$ cat config.mk
export PLATFORM = sky130hd
export DESIGN_NAME = sar_search_ctrl
export DESIGN_NICKNAME = d
export VERILOG_FILES = /design/src/rtl/sar_search_ctrl_pkg.sv /design/src/rtl/sar_search_ctrl.sv
export SDC_FILE = /design/constraint.sdc
export NUM_CORES = 1
export LEC_CHECK = 0
export BUFFER_PORTS_ARGS = -buffer_cell sky130_fd_sc_hd__clkbuf_2
export CAP_MARGIN = 20
export CORE_UTILIZATION = 35
export DETAILED_ROUTE_END_ITERATION = 12
export HOLD_SLACK_MARGIN = 0.12
export PLACE_DENSITY_LB_ADDON = 0.1
export SLEW_MARGIN = 20
export SYNTH_ARGS = -nofsm -noshare
export SYNTH_HDL_FRONTEND = slang
export SYNTH_SLANG_ARGS = --single-unit
$ cat constraint.sdc
create_clock -name clk -period 1.7 [get_ports clk]
set_input_delay 0.34 -clock clk [delete_from_list [all_inputs] [get_ports clk]]
set_output_delay 0.34 -clock clk [all_outputs]
set_load 0.02 [all_outputs]
$ cat src/rtl/sar_search_ctrl_pkg.sv
// Shared encodings for the successive-approximation search controller.
// Comparator codes are the {E, G, L} triple sampled from the external comparator.
package sar_search_ctrl_pkg;

    typedef enum logic [1:0] {
        SarIdle = 2'd0,
        SarTry  = 2'd1,
        SarDone = 2'd2
    } sar_state_e;

    localparam logic [2:0] CmpE = 3'b100;
    localparam logic [2:0] CmpG = 3'b010;
    localparam logic [2:0] CmpL = 3'b001;

    function automatic logic cmp_legal(input logic [2:0] code);
        return (code == CmpE) || (code == CmpG) || (code == CmpL);
    endfunction

endpackage

$ cat src/rtl/sar_search_ctrl.sv
// Successive-approximation search controller: drives trial codes into an external
// combinational comparator and resolves the unknown target MSB-first, one bit per clock.
module sar_search_ctrl
    import sar_search_ctrl_pkg::*;
#(
    parameter int unsigned WIDTH = 4
) (
    input  logic             clk,
    input  logic             rst,
    input  logic             start,
    input  logic             cmp_e,
    input  logic             cmp_g,
    input  logic             cmp_l,
    output logic [WIDTH-1:0] trial,
    output logic             busy,
    output logic             done,
    output logic [WIDTH-1:0] result,
    output logic             found,
    output logic             err
);

    localparam int unsigned     IdxW      = (WIDTH > 1) ? $clog2(WIDTH) : 1;
    localparam logic [WIDTH-1:0] TrialInit = WIDTH'(1) << (WIDTH - 1);
    localparam logic [IdxW-1:0]  IdxInit   = IdxW'(WIDTH - 1);

    sar_state_e       state_q, state_d;
    logic [WIDTH-1:0] trial_q, trial_d;
    logic [WIDTH-1:0] result_q, result_d;
    logic [IdxW-1:0]  idx_q, idx_d;
    logic             found_q, found_d;
    logic             err_q, err_d;

    logic [2:0]       cmp_code;
    logic [WIDTH-1:0] trial_upd;
    logic [IdxW-1:0]  idx_dec;

    assign cmp_code = {cmp_e, cmp_g, cmp_l};
    assign idx_dec  = idx_q - IdxW'(1);

    always_ff @(posedge clk or posedge rst) begin
        if (rst) begin
            state_q  <= SarIdle;
            trial_q  <= '0;
            result_q <= '0;
            idx_q    <= '0;
            found_q  <= 1'b0;
            err_q    <= 1'b0;
        end else begin
            state_q  <= state_d;
            trial_q  <= trial_d;
            result_q <= result_d;
            idx_q    <= idx_d;
            found_q  <= found_d;
            err_q    <= err_d;
        end
    end

    always_comb begin
        state_d   = state_q;
        trial_d   = trial_q;
        result_d  = result_q;
        idx_d     = idx_q;
        found_d   = found_q;
        err_d     = err_q;
        trial_upd = trial_q;

        unique case (state_q)
            SarIdle: begin
                if (start) begin
                    trial_d = TrialInit;
                    idx_d   = IdxInit;
                    found_d = 1'b0;
                    err_d   = 1'b0;
                    state_d = SarTry;
                end
            end
            SarTry: begin
                if (!cmp_legal(cmp_code)) begin
                    result_d = trial_q;
                    err_d    = 1'b1;
                    state_d  = SarDone;
                end else if (cmp_code == CmpE) begin
                    result_d = trial_q;
                    found_d  = 1'b1;
                    state_d  = SarDone;
                end else begin
                    // Trial above target: this bit must be 0 in the answer.
                    if (cmp_code == CmpG) begin
                        trial_upd[idx_q] = 1'b0;
                    end
                    if (idx_q == '0) begin
                        result_d = trial_upd;
                        found_d  = 1'b0;
                        state_d  = SarDone;
                    end else begin
                        trial_upd[idx_dec] = 1'b1;
                        trial_d            = trial_upd;
                        idx_d              = idx_dec;
                    end
                end
            end
            SarDone: begin
                state_d = SarIdle;
            end
            default: begin
                state_d = SarIdle;
            end
        endcase
    end

    assign trial  = trial_q;
    assign busy   = (state_q != SarIdle);
    assign done   = (state_q == SarDone);
    assign result = result_q;
    assign found  = found_q;
    assign err    = err_q;

endmodule
==> Word level (Yosys, flattened, before mapping) <==
Cells that the tools add are included.
{ "totals": {"regBits": 14, "input_bits": 6, "out_inout_bits": 12, "word_cells": 73} }
{ "classes": {"add_sub_neg": 1, "n_lt_le_gt_ge": 4, "n_eq_ne": 13, "mux": 33, "n_bitwise": 3, "n_reduce_logical": 13} }
{ "ops": {"columns": ["op", "count"], "rows": [
  ["$mux 4", 11],
  ["$mux 2", 8],
  ["$ne 2x2->1 const B", 5],
  ["$pmux 2 s2", 2],
  ["$pmux 4 s2", 1],
  ["$mux 1", 7],
  ["$lt 2x3->1 const B", 2],
  ["$reduce_and 5->1", 1],
  ["$and 4x4->4", 1],
  ["$demux 1 s2", 2],
  ["$ge 2x1->1 const B", 2],
  ["$logic_not 2->1", 2],
  ["$ne 4x4->1 const B", 1],
  ["$not 4->4", 1],
  ["$or 4x4->4", 1],
  ["$pmux 1 s2", 2],
  ["$reduce_and 2->1", 2],
  ["$reduce_and 4->1", 1],
  ["$reduce_bool 2->1", 2],
  ["$eq 3x1->1 const B", 1],
  ["$eq 3x2->1 const B", 1],
  ["$eq 3x3->1 const B", 1],
  ["$ne 3x1->1 const B", 1],
  ["$ne 3x3->1 const B", 1],
  ["6 further kinds", 8]
]} }

==> Depth between registers and ports, before layout <==
{ "logic_depth": {"word_depth": 15, "mapped_depth": 5} }

==> Least setup slack after synthesis <==
Ideal clock, no wire load.
{ "synth_timing": {"path_kind": "flip-flop to flip-flop", "start": "register idx_q[0]", "end": "register trial_q[1], in the netlist trial[1]", "setup_ns": 0.126, "arrival_time_ns": 1.478, "required_ns": 1.574, "setup_slack_ns": 0.096, "stages_incl_launch_ff": 6, "period_less_slack_ns": 1.604, "cell_sequence": "dfrtp_1 -> inv_1 -> ha_1 -> nor4b_4 -> a21oi_2 -> a221o_1"} }
{ "synth_between": {"elab_chain_cells": 15, "elab_cells_between_ends": 25, "cone_classes": "1 x add/sub; 4 x order compare; 1 x eq/ne; 12 x mux; 3 x bitwise; 4 x reduce/logical"} }
{ "synth_rtl": {"columns": ["item", "line_no", "source"], "rows": [
  ["from (decl)", "sar_search_ctrl.sv:29", "logic [IdxW-1:0] idx_q, idx_d;"],
  ["from (signal assigned)", "sar_search_ctrl.sv:52", "idx_q <= idx_d;"],
  ["$lt 2x3->1 (implied by the code) / $ge 2x1->1 (equally long branches)", "sar_search_ctrl.sv:89", "trial_upd[idx_q] = 1'b0;"],
  ["$logic_and 1x1->1 (implied by the code)", "sar_search_ctrl.sv:89", null],
  ["$mux 1 (implied by the code)", "sar_search_ctrl.sv:89", null],
  ["$demux 1 s2", "sar_search_ctrl.sv:89", null],
  ["$not 4->4 (no source line)", null, null],
  ["$and 4x4->4 (no source line)", null, null],
  ["$mux 4", "sar_search_ctrl.sv:88", "if (cmp_code == CmpG) begin"],
  ["$mux 4", "sar_search_ctrl.sv:82", "end else if (cmp_code == CmpE) begin"],
  ["$mux 4", "sar_search_ctrl.sv:78", "if (!cmp_legal(cmp_code)) begin"],
  ["$mux 4", "sar_search_ctrl.sv:67", "unique case (state_q)"],
  ["$or 4x4->4 (no source line)", null, null],
  ["$mux 4", "sar_search_ctrl.sv:91", "if (idx_q == '0) begin"],
  ["$mux 4", "sar_search_ctrl.sv:82", null],
  ["$mux 4", "sar_search_ctrl.sv:78", null],
  ["$pmux 4 s2", "sar_search_ctrl.sv:67", null],
  ["to (signal assigned)", "sar_search_ctrl.sv:50", "trial_q <= trial_d;"],
  ["to (decl)", "sar_search_ctrl.sv:27", "logic [WIDTH-1:0] trial_q, trial_d;"]
]} }
Several ways; a longest one is shown, not always the timed one. The select of a mux whose other input is x is not followed.
A chain may end at the register's enable or synchronous reset.

==> Final worst setup path <==
{ "layout_timing": {"start": "register idx_q[1]", "end": "register trial_q[2], in the netlist trial[2]"} }
Same word-level chain as after synthesis.

==> flow_summary.json <==
{
  "die_x_um": 49.42,
  "hold_ws_ns": 0.4099,
  "wl_per_cell_um": 12.81,
  "synth-warning-count": 0,
  "maxSlewHeadroom_pct": 64.09,
  "clk_latency_ns": 0.28,
  "finalWorstSetupSlack_ns": 0.1003,
  "dpl-instance-area_um2": 930.9,
  "route.final.wire_length_um": 1550,
  "nets": 107,
  "drt_iter0_drc": 8,
  "dr.pass1.iters": 4,
  "chipHeight_um": 49.42,
  "synth_cell_types": 27,
  "cap_violations": 0,
  "drv_slew": 0,
  "leakage_uw": 0.0004837,
  "synthTopCellsByArea": "dfrtp_1 45%, ha_1 9.5%, mux2_2 7.2%",
  "crit_arrival_ns": 1.78,
  "grt_max_degree": 15,
  "syn_area_per_cell_um2": 11.57,
  "grt_pass1_vias": 612,
  "core-area_um2": 2042,
  "die-area_um2": 2442,
  "area_delta_synth_final_pct": 25.44,
  "antenna_found_initial": 0,
  "synth_top_area_share_pct": 44.52,
  "synth_xor_area_share_pct": 3.180,
  "path_cells": "inv_1 -> ha_2 -> nor4b_4 -> a21oi_2 -> a221o_1",
  "cts_buffers": 3,
  "finalSetupViolCount": 0,
  "synth.most_common_cell": "dfrtp_1",
  "h-tree-depth": 1,
  "synth_top_family_by_area": "simple AND/OR/NAND/NOR gates",
  "critPathMaxFanout": 5,
  "overflow": 0,
  "fmax_mhz": 625.1,
  "hp-class": "input port to flop",
  "fin_crit_sh_pct": 94.10,
  "synth_fa_ha_area_share_pct": 9.539,
  "cp.buffers_inverters": 1,
  "gp_congestion": 0.7569,
  "fill_cells": 194,
  "pre_cts_ws_ns": 0.08608,
  "synth_common_cells": "14 x dfrtp_1, 6 x ha_1, 5 x mux2_2",
  "ys_seq_elements": 14,
  "synth-main-ff-cell": "dfrtp_1",
  "peakVddDrop_mv": 0.6581,
  "cpLargestDelayFamily": "compound AO/OA/AOI/OAI gates",
  "place_hpwl_um": 1185,
  "rows": 16,
  "io_pins": 18,
  "syn_area_um2": 787.0,
  "diodes": 0,
  "p_per_area_nw_per_um2": 1365,
  "grt_usage_pct": 15.08,
  "drc": 0,
  "muxShareOfSynthArea_pct": 9.698,
  "crit_required_ns": 1.88,
  "fin_skew_ns": 0.01050,
  "yosys.area.top_type": "dfrtp_1",
  "rsz0062_at_grt": "no",
  "final.setup.tns_ns": 0,
  "worstMarginPinSlew_ns": 0.5380,
  "finalCriticalPeriod_ns": 1.600,
  "yosysSeqAreaShare_pct": 44.52,
  "crit_path_end_kind": "flop",
  "yosys.area_share.simple_pct": 15.42,
  "grt_pass1_wl_um": 2739,
  "clock_path_buffers": 2,
  "synth_nets": 80,
  "path_clk_slew_ns": 0.10,
  "synth-compound-area-share_pct": 15.10,
  "io_buffers": 17,
  "final_area_um2": 987.2,
  "via_count": 591,
  "initial_core_util_pct": 38.54,
  "cts_tree": "done",
  "synth-edff-count": 0,
  "clock-sinks": 14,
  "post-route-util_pct": 48.35,
  "layout-drive-gt1-share_pct": 40.43,
  "critPathLaunchType": "flop",
  "root_buffer": "clkbuf_4",
  "max_stage_delay_ns": 0.37,
  "status": "finished clean",
  "critical_path_class": "flop to flop",
  "async_flop_share_pct": 100.0,
  "vias_per_cell": 4.884,
  "synthCells": 68,
  "crit_slowest_cell": "a221o_1",
  "ant_nets": 0,
  "final_hold_viol_count": 0
}
-- worst min-delay path, delay by kind of cell --
family                 cells  cell delay [ns]
and+or+nand+nor            1             0.09
buffers and inverters      1             0.15
AOI/OAI and AO/OA          1             0.08
-- power by group --
part           switching [µW]  internal (µW)  leakage (µW)
registers                78.4            434      0.000171
clock network             116            130     0.0000210
logic                     326            262      0.000292
total                     521            826      0.000484
-- registers in the layout (all words and copies together) (netlist names) --
| register | cells |
|---|---|
| err | 1 |
| found | 1 |
| state_q | 2 |
| idx_q | 2 |
| result | 4 |
| trial | 4 |
-- placed cells by master, fill, tap and decap left out, types with 3 or more instances in the layout --
cell type	instances
inv_1	4
clkbuf_2	17
a21boi_0	4
mux2_2	5
buf_4	5
o21ai_0	4
dfrtp_1	14
clkbuf_4	3
ha_1	5
-- worst paths after layout --
| check | from | end | slack [ns] | cells past startpoint |
|---|---|---|---|---|
| worst max-delay path | idx_q[1] | trial[2] | 0.10 | 5 |
| worst min-delay path | cmp_e | found | 0.41 | 3 |
| worst max register to register | idx_q[1] | trial[2] | 0.10 | 5 |
| worst min register to register | trial[3] | trial[3] | 0.51 | 1 |
| max in group asynchronous | rst | result[2] | 0.72 | 3 |
| min in group asynchronous | rst | found | 0.61 | 3 |
-- logic make-up (layout without fill, tap and decap cells) --
group | count (synthesis) | in the layout
XOR/XNOR | 2 | 2
multiplexers | 7 | 7
AND/OR/NAND/NOR | 18 | 18
AO/OA/AOI/OAI | 16 | 16
flip-flops | 14 | 14
adder cells (fa/ha/maj) | 6 | 6
buffers and inverters | 5 | 31
-- routing by layer --
layer	GRT usage (%)	share of wire [%]
met1	18.09	47
met2	26.48	49
met3	3.738	4.5
met4	4.286	0
met5	0	0
-- timing repair --
action / CTS / global route
endpoints found under the setup margin: 0 / 6
endpoints found under the hold margin: 14 / 0
resized for setup: 0 / 1
hold buffers: 1 / 0
buffers inserted: 0 / 1
-- metrics by stage --
stage	total power (µW)	instances
detailed placement	1108	115
finish	1347	121
floorplan	901.2	68
CTS	1360	120
global route	1458	121
global placement	1104	115
-- cell type report --
class | count | area (µm²) | share of cell area, %
multi-input cells | 49 | 419.2 | 42.46
flip-flops and latches | 14 | 350.3 | 35.49
well taps | 27 | 33.78 | 3.422
clock buffers | 4 | 36.28 | 3.676
inverters | 4 | 15.01 | 1.521
repair buffers | 23 | 132.6 | 13.43
Power figures use the tool's default switching activity.
